### src/rtl/data_mem_arbiter.sv
// Data memory arbiter: fixed-priority CPU port, starvation-protected EXT port.
// Define ARB_STATS_EN to add the stall_cycles / ext_grants counters.
module data_mem_arbiter #(
    parameter int MEM_LAT    = 1,
    parameter int STARVE_MAX = 4
) (
    input  logic        clk,
    input  logic        rst,
    input  logic        cpu_req,
    input  logic        cpu_we,
    input  logic [31:0] cpu_addr,
    input  logic [31:0] cpu_wdata,
    output logic [31:0] cpu_rdata,
    output logic        cpu_stall,
    input  logic        ext_req,
    input  logic        ext_we,
    input  logic [31:0] ext_addr,
    input  logic [31:0] ext_wdata,
    output logic        ext_gnt,
    output logic        ext_valid,
    output logic [31:0] ext_rdata,
    output logic        mem_we,
    output logic [31:0] mem_addr,
    output logic [31:0] mem_wdata,
`ifdef ARB_STATS_EN
    input  logic [31:0] mem_rdata,
    output logic [31:0] stall_cycles,
    output logic [15:0] ext_grants
`else
    input  logic [31:0] mem_rdata
`endif
);

    typedef enum logic {IDLE, RD_WAIT} state_t;

    state_t      state;
    logic        owner_ext;
    logic [2:0]  lat_cnt;
    logic [7:0]  starve_cnt;
    logic [31:0] addr_q;
    logic [31:0] cpu_hold;
    logic [31:0] ext_hold;

    logic is_idle;
    logic force_ext;
    logic cpu_iss;
    logic ext_iss;
    logic dlv;
    logic cpu_dlv;
    logic ext_dlv;

    assign is_idle   = (state == IDLE);
    assign force_ext = ext_req && (starve_cnt == 8'(STARVE_MAX));
    assign cpu_iss   = is_idle && cpu_req && !force_ext;
    assign ext_iss   = is_idle && ext_req && !cpu_iss;
    assign dlv       = (state == RD_WAIT) && (lat_cnt == 3'(MEM_LAT));
    assign cpu_dlv   = dlv && !owner_ext;
    assign ext_dlv   = dlv && owner_ext;

    // Everything is forced low while reset is held.
    always_comb begin
        cpu_rdata = '0;
        ext_rdata = '0;
        cpu_stall = 1'b0;
        ext_gnt   = 1'b0;
        ext_valid = 1'b0;
        mem_we    = 1'b0;
        mem_addr  = '0;
        mem_wdata = '0;
        if (!rst) begin
            cpu_rdata = cpu_dlv ? mem_rdata : cpu_hold;
            ext_rdata = ext_dlv ? mem_rdata : ext_hold;
            cpu_stall = cpu_req && !(cpu_iss && cpu_we) && !cpu_dlv;
            ext_gnt   = ext_iss;
            ext_valid = ext_dlv;
            if (cpu_iss) begin
                mem_we    = cpu_we;
                mem_addr  = cpu_addr;
                mem_wdata = cpu_wdata;
            end else if (ext_iss) begin
                mem_we    = ext_we;
                mem_addr  = ext_addr;
                mem_wdata = ext_wdata;
            end else if (state == RD_WAIT) begin
                mem_addr  = addr_q;
            end
        end
    end

    // EXT may change its address after the grant, so the read address is latched.
    always_ff @(posedge clk) begin
        if (rst) begin
            state      <= IDLE;
            owner_ext  <= 1'b0;
            lat_cnt    <= '0;
            starve_cnt <= '0;
            addr_q     <= '0;
            cpu_hold   <= '0;
            ext_hold   <= '0;
        end else begin
            unique case (state)
                IDLE: begin
                    if (cpu_iss && !cpu_we) begin
                        state     <= RD_WAIT;
                        owner_ext <= 1'b0;
                        lat_cnt   <= 3'd1;
                        addr_q    <= cpu_addr;
                    end else if (ext_iss && !ext_we) begin
                        state     <= RD_WAIT;
                        owner_ext <= 1'b1;
                        lat_cnt   <= 3'd1;
                        addr_q    <= ext_addr;
                    end
                end
                RD_WAIT: begin
                    if (dlv) begin
                        state   <= IDLE;
                        lat_cnt <= '0;
                        if (owner_ext) ext_hold <= mem_rdata;
                        else           cpu_hold <= mem_rdata;
                    end else begin
                        lat_cnt <= lat_cnt + 3'd1;
                    end
                end
                default: state <= IDLE;
            endcase

            if (!ext_req || ext_iss)
                starve_cnt <= '0;
            else if (starve_cnt != 8'(STARVE_MAX))
                starve_cnt <= starve_cnt + 8'd1;
        end
    end

`ifdef ARB_STATS_EN
    always_ff @(posedge clk) begin
        if (rst) begin
            stall_cycles <= '0;
            ext_grants   <= '0;
        end else begin
            if (cpu_stall) stall_cycles <= stall_cycles + 32'd1;
            if (ext_gnt)   ext_grants   <= ext_grants + 16'd1;
        end
    end
`endif

endmodule

### config.mk
export PLATFORM = sky130hd
export DESIGN_NAME = data_mem_arbiter
export DESIGN_NICKNAME = d
export VERILOG_FILES = /design/src/rtl/data_mem_arbiter.sv
export SDC_FILE = /design/constraint.sdc
export NUM_CORES = 1
export LEC_CHECK = 0
export ABC_AREA = 1
export CORE_ASPECT_RATIO = 1.4
export CORE_MARGIN = 2
export CORE_UTILIZATION = 42
export CTS_BUF_LIST = sky130_fd_sc_hd__clkbuf_16
export DETAILED_ROUTE_END_ITERATION = 6
export PLACE_DENSITY = 0.82
export SYNTH_ARGS = -nofsm -noshare
export SYNTH_HDL_FRONTEND = slang
export SYNTH_SLANG_ARGS = --single-unit
### constraint.sdc
create_clock -name clk -period 2.3 [get_ports clk]
set_clock_uncertainty 0.1 [all_clocks]
set_input_delay 0.46 -clock clk [delete_from_list [all_inputs] [get_ports clk]]
set_output_delay 0.46 -clock clk [all_outputs]
set_load 0.02 [all_outputs]
==> results of run 1 <==
## power by group
group | total (mW) | leakage [nW] | internal [mW] | switching (mW)
registers | 2.04 | 0.890 | 1.99 | 0.0495
clock network | 1.66 | 0.152 | 0.865 | 0.791
logic | 2.36 | 4.90 | 1.11 | 1.26
## cells by family (layout without fill, tap and decap cells)
group                    after synthesis  in the layout  share of synthesized area (%)
AO/OA/AOI/OAI                        202            202                           16.6
XOR/XNOR                               5              5                          0.689
adder cells (fa/ha/maj)                4              4                          0.788
buffers and inverters                190            605                           12.7
flip-flops                           109            109                           34.3
AND/OR/NAND/NOR                      531            531                           34.9
## through the flow
stage,setup WS (ns),TNS [ns]
2_1_floorplan,0.0263,0
3_3_place_gp,-0.748,-65.23
3_5_place_dp,-0.764,-70.28
4_1_cts,-0.288,-25.94
5_1_grt,-0.569,-49.37
6_report,-0.586,-41.61
## flip-flops by register name, indices dropped and copies added (netlist names)
name	count
owner_ext	1
cpu_hold	32
state	1
addr_q	32
starve_cnt	8
lat_cnt	3
ext_hold	32
## worst register-to-register path: cells and delay by family (launching register included)
kind | cells | cell delay (ns)
AND/OR/NAND/NOR | 8 | 0.90
buffers and inverters | 6 | 0.81
flip-flops | 1 | 0.34
adder cells (fa/ha/maj) | 1 | 0.15
## final cells by class
type,instances,share of cell area [%]
Clock buffer,9,1.77
Inverter,117,3.62
Timing Repair Buffer,471,38.4
Tap cell,192,1.89
Clock inverter,7,0.639
Sequential cell,109,17.2
Timing Repair inverter,1,0.0885
Multi-Input combinational cell,742,36.4
## layout by cell type (no fill, tap or decap), types with 15 or more instances in the layout
master           synthesis  routed
buf_4                    6     171
clkdlybuf4s50_1          0     162
nor2_1                 205     140
nand2_1                209     119
dfxtp_1                109     104
inv_1                  101      95
buf_6                    6      89
nand3_1                102      87
nand2_4                  2      56
a21oi_1                 69      46
nor2_4                   2      44
o21ai_2                  0      40
o21ai_0                 98      39
nand2_2                  2      36
o22ai_1                 32      32
nor2_2                   2      25
clkbuf_16                0      22
a21oi_2                  0      21
buf_12                   0      21
o21ai_1                  1      19
nand3_2                  1      15
## routing by layer
metal	vias up	share of wire [%]	routed length, um
met5	-	0	0
met4	0	8.4	2920
met3	241	8.9	3070
met2	668	50	17400
met1	4378	32	11200
li1	4146	-	-
## worst min path at each step
stage          depth (start not counted)           end    startpoint  slack, ns
6_report                               2   ext_hold[5]   ext_hold[5]       0.38
4_1_cts                                2  ext_hold[27]  ext_hold[27]       0.37
5_1_grt                                2   ext_hold[5]   ext_hold[5]       0.40
3_5_place_dp                           2  ext_hold[13]  ext_hold[13]       0.36
2_1_floorplan                          2   ext_hold[0]   ext_hold[0]       0.35
3_3_place_gp                           2  ext_hold[14]  ext_hold[14]       0.35
## what timing repair did
item	in CTS	in global routing
gates resized for setup	902	297
pin swaps	47	70
endpoints found under the hold margin	0	0
buffers inserted	38	20
cloned	8	17
hold buffers	0	0
endpoints found under the setup margin	132	165
==> impl_results.md, run 1 <==
* Status: finished with violations
* Failing checks: negative setup slack
* Cell area after synthesis at about 0.0064 sq mm
* CP bufs+invs at 4
* Share of layout cells above drive strength 1 at 40.3%
* Largest area contributor in the netlist: dfxtp_1
* Antenna Diode Count at 0
* Synth top area cells: dfxtp_1, nand2_1, nor2_1
* Fin area at 0.0127 sq mm
* I/O Pins at 298
* Port bufs at 297
* Final setup fails at around 140
* Maximum number of pins on one net before global-route repair at just over 60
* Layout area overhead at 100%
* Top-count cell post-synth: nand2_1
* Clk buf depth at 2
* Startpoint Class: flip-flop
* Worst Hold Class: flip-flop to flip-flop
* Number of global-route vias before repair at 8195
* Most frequent cells after synthesis: nand2_1, nor2_1, dfxtp_1
* Unrepaired setup endpoints after global routing: yes
* Die Y at about 150 um
* WP depth at 8
* Crit-path leading delay family: simple AND/OR/NAND/NOR gates
* Hold slack at 0.376 ns
* First-pass GRT wire length at around 40000 um
* Fillers at roughly 770
* Area of the core at 0.0149 sq mm
* Power Dens Cells at 476 mW/mm^2
* YS warnings at 0
* Cells after synthesis at roughly 1000
* Wire length per cell at 21.0 um
* Seq. cell area at 0.00219 sq mm
* Multi-input logic area at 0.00463 sq mm
* Crit path to: ext_rdata[30]
* Nets@finish at 1621
* Critical path class: flip-flop to output port
* Drt first-iter violations at 873
* Effective utilization at floorplan at 42.6%
* Grt ovf at 0
* DP HPWL at 16500 um
* Finished Layout Cells at 1648
* Min Tclk post-route at between 2 and 3 ns
* Post-route total power at slightly above 6 mW
* Worst-path maximum fanout at 10
* Worst r2r path cells at 15
* Crit-path most repeated cell: buf_6
* Vias per inst at 5.72
* Req. time, crit path at 1.74 ns
* Initial antenna violation count at 0
* Clk sink count at 109
* DRC errors left at 0
* WL final at roughly 35000 um
* M2 GR Usage at 53.8%
* Yosys top cell area share at 34.3%
* Crit. End Element: output port
* #FFs+latches synth at 109
* CP Cell Sequence: ha_4, inv_2, nor3_4, buf_4, buf_6, nand3_1, a21oi_2, buf_6
* Final worst path period share at 125%
* Final Util at 85.3%
* Placed cell count at about 1600
* Via count at 9433
* VDD IR max at 0.517 mV
* RR Startpoint: starve_cnt[0]
* Post-DP Area at 0.0101 sq mm
* Met3 Use GR at between 6 and 7%
* Rel. slew slack at between 70% and 80%
* Crit-path max cell delay at about 0.38 ns
* Worst-skew pair later-pin latency at 0.36 ns
* Critical-path top delay cell: dfxtp_2
* Measured slew at the worst slew-check pin at 0.412 ns
* Syn Nets at 1211
* Netlist cell types at 30
* Final Hold Vio Count at 0
* Seq/Total Area, Yosys at between 30 and 40%
* Final ANT Viol Nets at 0
* Static leakage at 5.95 nW
* Met1 Resource Use GR at 35.4%
* # H-tree levels at 3
* Die Footprint at 0.0161 sq mm
* Root buf cell: clkbuf_16
* Grt peak-use layer: met2
* FMAX at 347 MHz
* Most common flop cell mapped by yosys: dfxtp_1
* TritonRoute pass-1 iters at 5
* R2R Path End: addr_q[19]
* CP startpoint: lat_cnt[0]
* Critical Path AT at around 2.3 ns
* RePlAce Congestion at around 0.9
* Final Worst Setup Slack at -0.586 ns
* TritonCTS clock tree: done
* FP Rows at 53
* Fin. max-slew vios at 0
* Max-Cap Viols at 0
* Cts bufs inserted at 9
* Total Routing Usage GR at a little under a third
* Number of synthesized flops with an enable pin at 0
* R2R Setup Slk at -0.06 ns
* Async S/R FF share, synth at 0%
* Clock transition at the registers of the reported paths at 0.08 ns
* Die width at 108 um
* Avg Inst Size Synth at approximately 6 sq um
Note: power is estimated with default switching activity, not from simulation.
==> inputs of run 2 (changes only) <==
Settings changed: CTS_CLUSTER_DIAMETER set to 40.
==> results of run 2 <==
The final DEF is identical to that of run 1; final timing and power are the same.
==> inputs of run 3 (changes only) <==
Settings changed: CORE_UTILIZATION 42 to 38, PLACE_DENSITY 0.82 to 0.78.
Clock period 2.3 ns to 2.49 ns, I/O delays scaled along.
==> run 3 against run 2 <==
The run still ends with negative setup slack left; global-route usage shrank 3.9 points; count of clock-buffer cells in the layout stayed put; die area rose by 10%; combinational power is 16% lower; flip-flop and latch count stayed put; worst hold slack got worse by 0.0036 ns.
==> impl_results.md, run 3 (synthesis gave the netlist of run 1 again) <==
* Via count at 8503 (-9.9%)
* Drt first-iter violations at 649 (-26%)
* Critical path class: input port to output port
* Finished Layout Cells at 1642 (-0.36%)
* FMAX at ~360 MHz
* Clk buf depth at 2 (unchanged)
* Worst Hold Class: flip-flop to flip-flop
* Initial antenna violation count at 1 (+1)
* Share of layout cells above drive strength 1 at 36.0% (-4.3 points)
* Post-route total power at 5.33 mW (-12%)
* WL final at 28900 um (-17%)
* TritonRoute pass-1 iters at 5 (unchanged)
* Final worst path period share at 113%
* TritonCTS clock tree: done
* Number of global-route vias before repair at 7811 (-4.7%)
* RePlAce Congestion at 0.890 (-2.1%)
* Area of the core at 0.0162 sq mm (+8.8%)
* DRC errors left at 0 (unchanged)
* Static leakage at 5.71 nW (-4.0%)
* I/O Pins at 298 (unchanged)
* Cts bufs inserted at 9 (unchanged)
* Final Worst Setup Slack at -0.313 ns (+0.273 ns)
* Hold_buf cts at 0 (unchanged)
* Most frequent cells in the layout: buf_4, clkdlybuf4s50_1, nand2_1
* Die Footprint at 0.0178 sq mm (+10%)
* Hold endpoint: ext_hold[19]
* Port bufs at 297 (unchanged)
* Status: finished with violations
* Power Dens Cells at 443 mW/mm^2 (-7.0%)
* Final setup fails at 130 (-4.4%)
* Effective utilization at floorplan at 39.1% (-3.5 points)
* Nets@finish at 1607 (-0.86%)
* Hold Crit Start: ext_hold[19]
* DP HPWL at 17300 um (+4.8%)
* Die width at 113 um (+4.9%)
* # H-tree levels at 3 (unchanged)
* Maximum number of pins on one net before global-route repair at 35 (-43%)
* Fin area at 0.0120 sq mm (-5.4%)
* Final Hold Vio Count at 0 (unchanged)
* Post-DP Area at 0.0101 sq mm (-0.24%)
* FP Rows at 55 (+3.8%)
* Die Y at 157 um (+5.0%)
* Max-Cap Viols at 0 (unchanged)
* Startpoint Class: input port
* Worst-path maximum fanout at 6 (-4)
* Critical Path AT at 2.20 ns (-0.13 ns)
* Placed cell count at 1559 (+0.19%)
* Crit. End Element: output port
* First-pass GRT wire length at 38800 um (-2.8%)
* Clk sink count at 109 (unchanged)
* Failing checks: negative setup slack
* RR Startpoint: starve_cnt[0]
* VDD IR max at 0.338 mV (-35%)
* Wire length per cell at 17.6 um (-16%)
* Top flop regs: addr_q x32, cpu_hold x32, ext_hold x32
* Min Tclk post-route at 2.80 ns
* Clock transition at the registers of the reported paths at 0.08 ns (about the same)
* Worst r2r path cells at 15 (unchanged)
* R2R Path End: addr_q[22]
* Final ANT Viol Nets at 0 (unchanged)
* Vias per inst at 5.18 (-9.5%)
* Grt ovf at 0 (unchanged)
* Root buf cell: clkbuf_16
* Unrepaired setup endpoints after global routing: yes
* Hold depth at 2 (unchanged)
* Layout area overhead at 89.5%
* Rel. slew slack at 73.0% (+0.52 points)
* Measured slew at the worst slew-check pin at 0.404 ns (-0.00764 ns)
* Most common cell after layout, fill and taps aside: buf_4
* Fin. max-slew vios at 0 (unchanged)
* Worst-skew pair later-pin latency at 0.35 ns (about the same)
* Req. time, crit path at 1.89 ns (+0.15 ns)
* R2R Setup Slk at 0.06 ns (+0.12 ns)
* Total Routing Usage GR at 27.0% (-3.9 points)
[run 3: layout make-up]
cell class                 instances  area [sq um]
clock buffer                       9           225
tap                              199           249
sequential                       109          2190
timing repair buffer             458          4640
fill                            1193          4200
inverter                         117           462
multi-input combinational        742          4200
clock inverter                     7          75.1
antenna                            1          2.50
[run 3: per-layer routing]
layer | part of all wire, % | vias to the layer above | GRT usage [%]
met5 | 0 | - | 0
met4 | 4.8 | 0 | 13.5
met3 | 6.1 | 98 | 5.04
met2 | 53 | 334 | 47.9
met1 | 36 | 3959 | 31.0
li1 | - | 4112 | -
[run 3: power breakdown]
group / leakage (nW) / switching, mW / internal, mW / total (mW)
clock: 0.145 / 0.752 / 0.716 / 1.47
sequential: 0.889 / 0.0334 / 1.84 / 1.87
combinational: 4.67 / 1.04 / 0.947 / 1.99
total: 5.71 / 1.83 / 3.50 / 5.33
[run 3: worst max-delay path, cell delays in order]
cell,delay [ns]
clkdlybuf4s50_1,0.55
nand2_1,0.15
inv_2,0.11
nand2_4,0.06
nor2_4,0.19
buf_12,0.15
buf_16,0.13
buf_12,0.11
nand2_4,0.05
nand2_2,0.08
buf_6,0.11
[run 3: timing repair]
action / CTS / global route
buffers inserted: 22 / 34
endpoints found under the setup margin: 132 / 133
resized for setup: 586 / 433
cloned: 7 / 9
pin swaps: 4 / 48
[run 3: per-stage QoR]
step	setup WS (ns)	TNS, ns	hold slack, ns	util (%)
finish	-0.313	-19.35	0.372	74.1
global route	-0.359	-29.16	0.397	74.1
CTS	-0.218	-13.92	0.373	66.1
detailed placement	-0.604	-44.88	0.361	62.1
global placement	-0.533	-41.54	0.356	62.1
floorplan	0.155	0	0.349	-
[run 3: worst max-delay path by stage]
stage             startpoint            to  slack, ns
2_1_floorplan            rst  mem_addr[26]       0.15
3_3_place_gp         cpu_req  mem_wdata[8]      -0.53
3_5_place_dp         cpu_req  mem_addr[14]      -0.60
4_1_cts        starve_cnt[0]  mem_addr[12]      -0.22
5_1_grt                state  mem_wdata[7]      -0.36
6_report             ext_req  mem_wdata[7]      -0.31
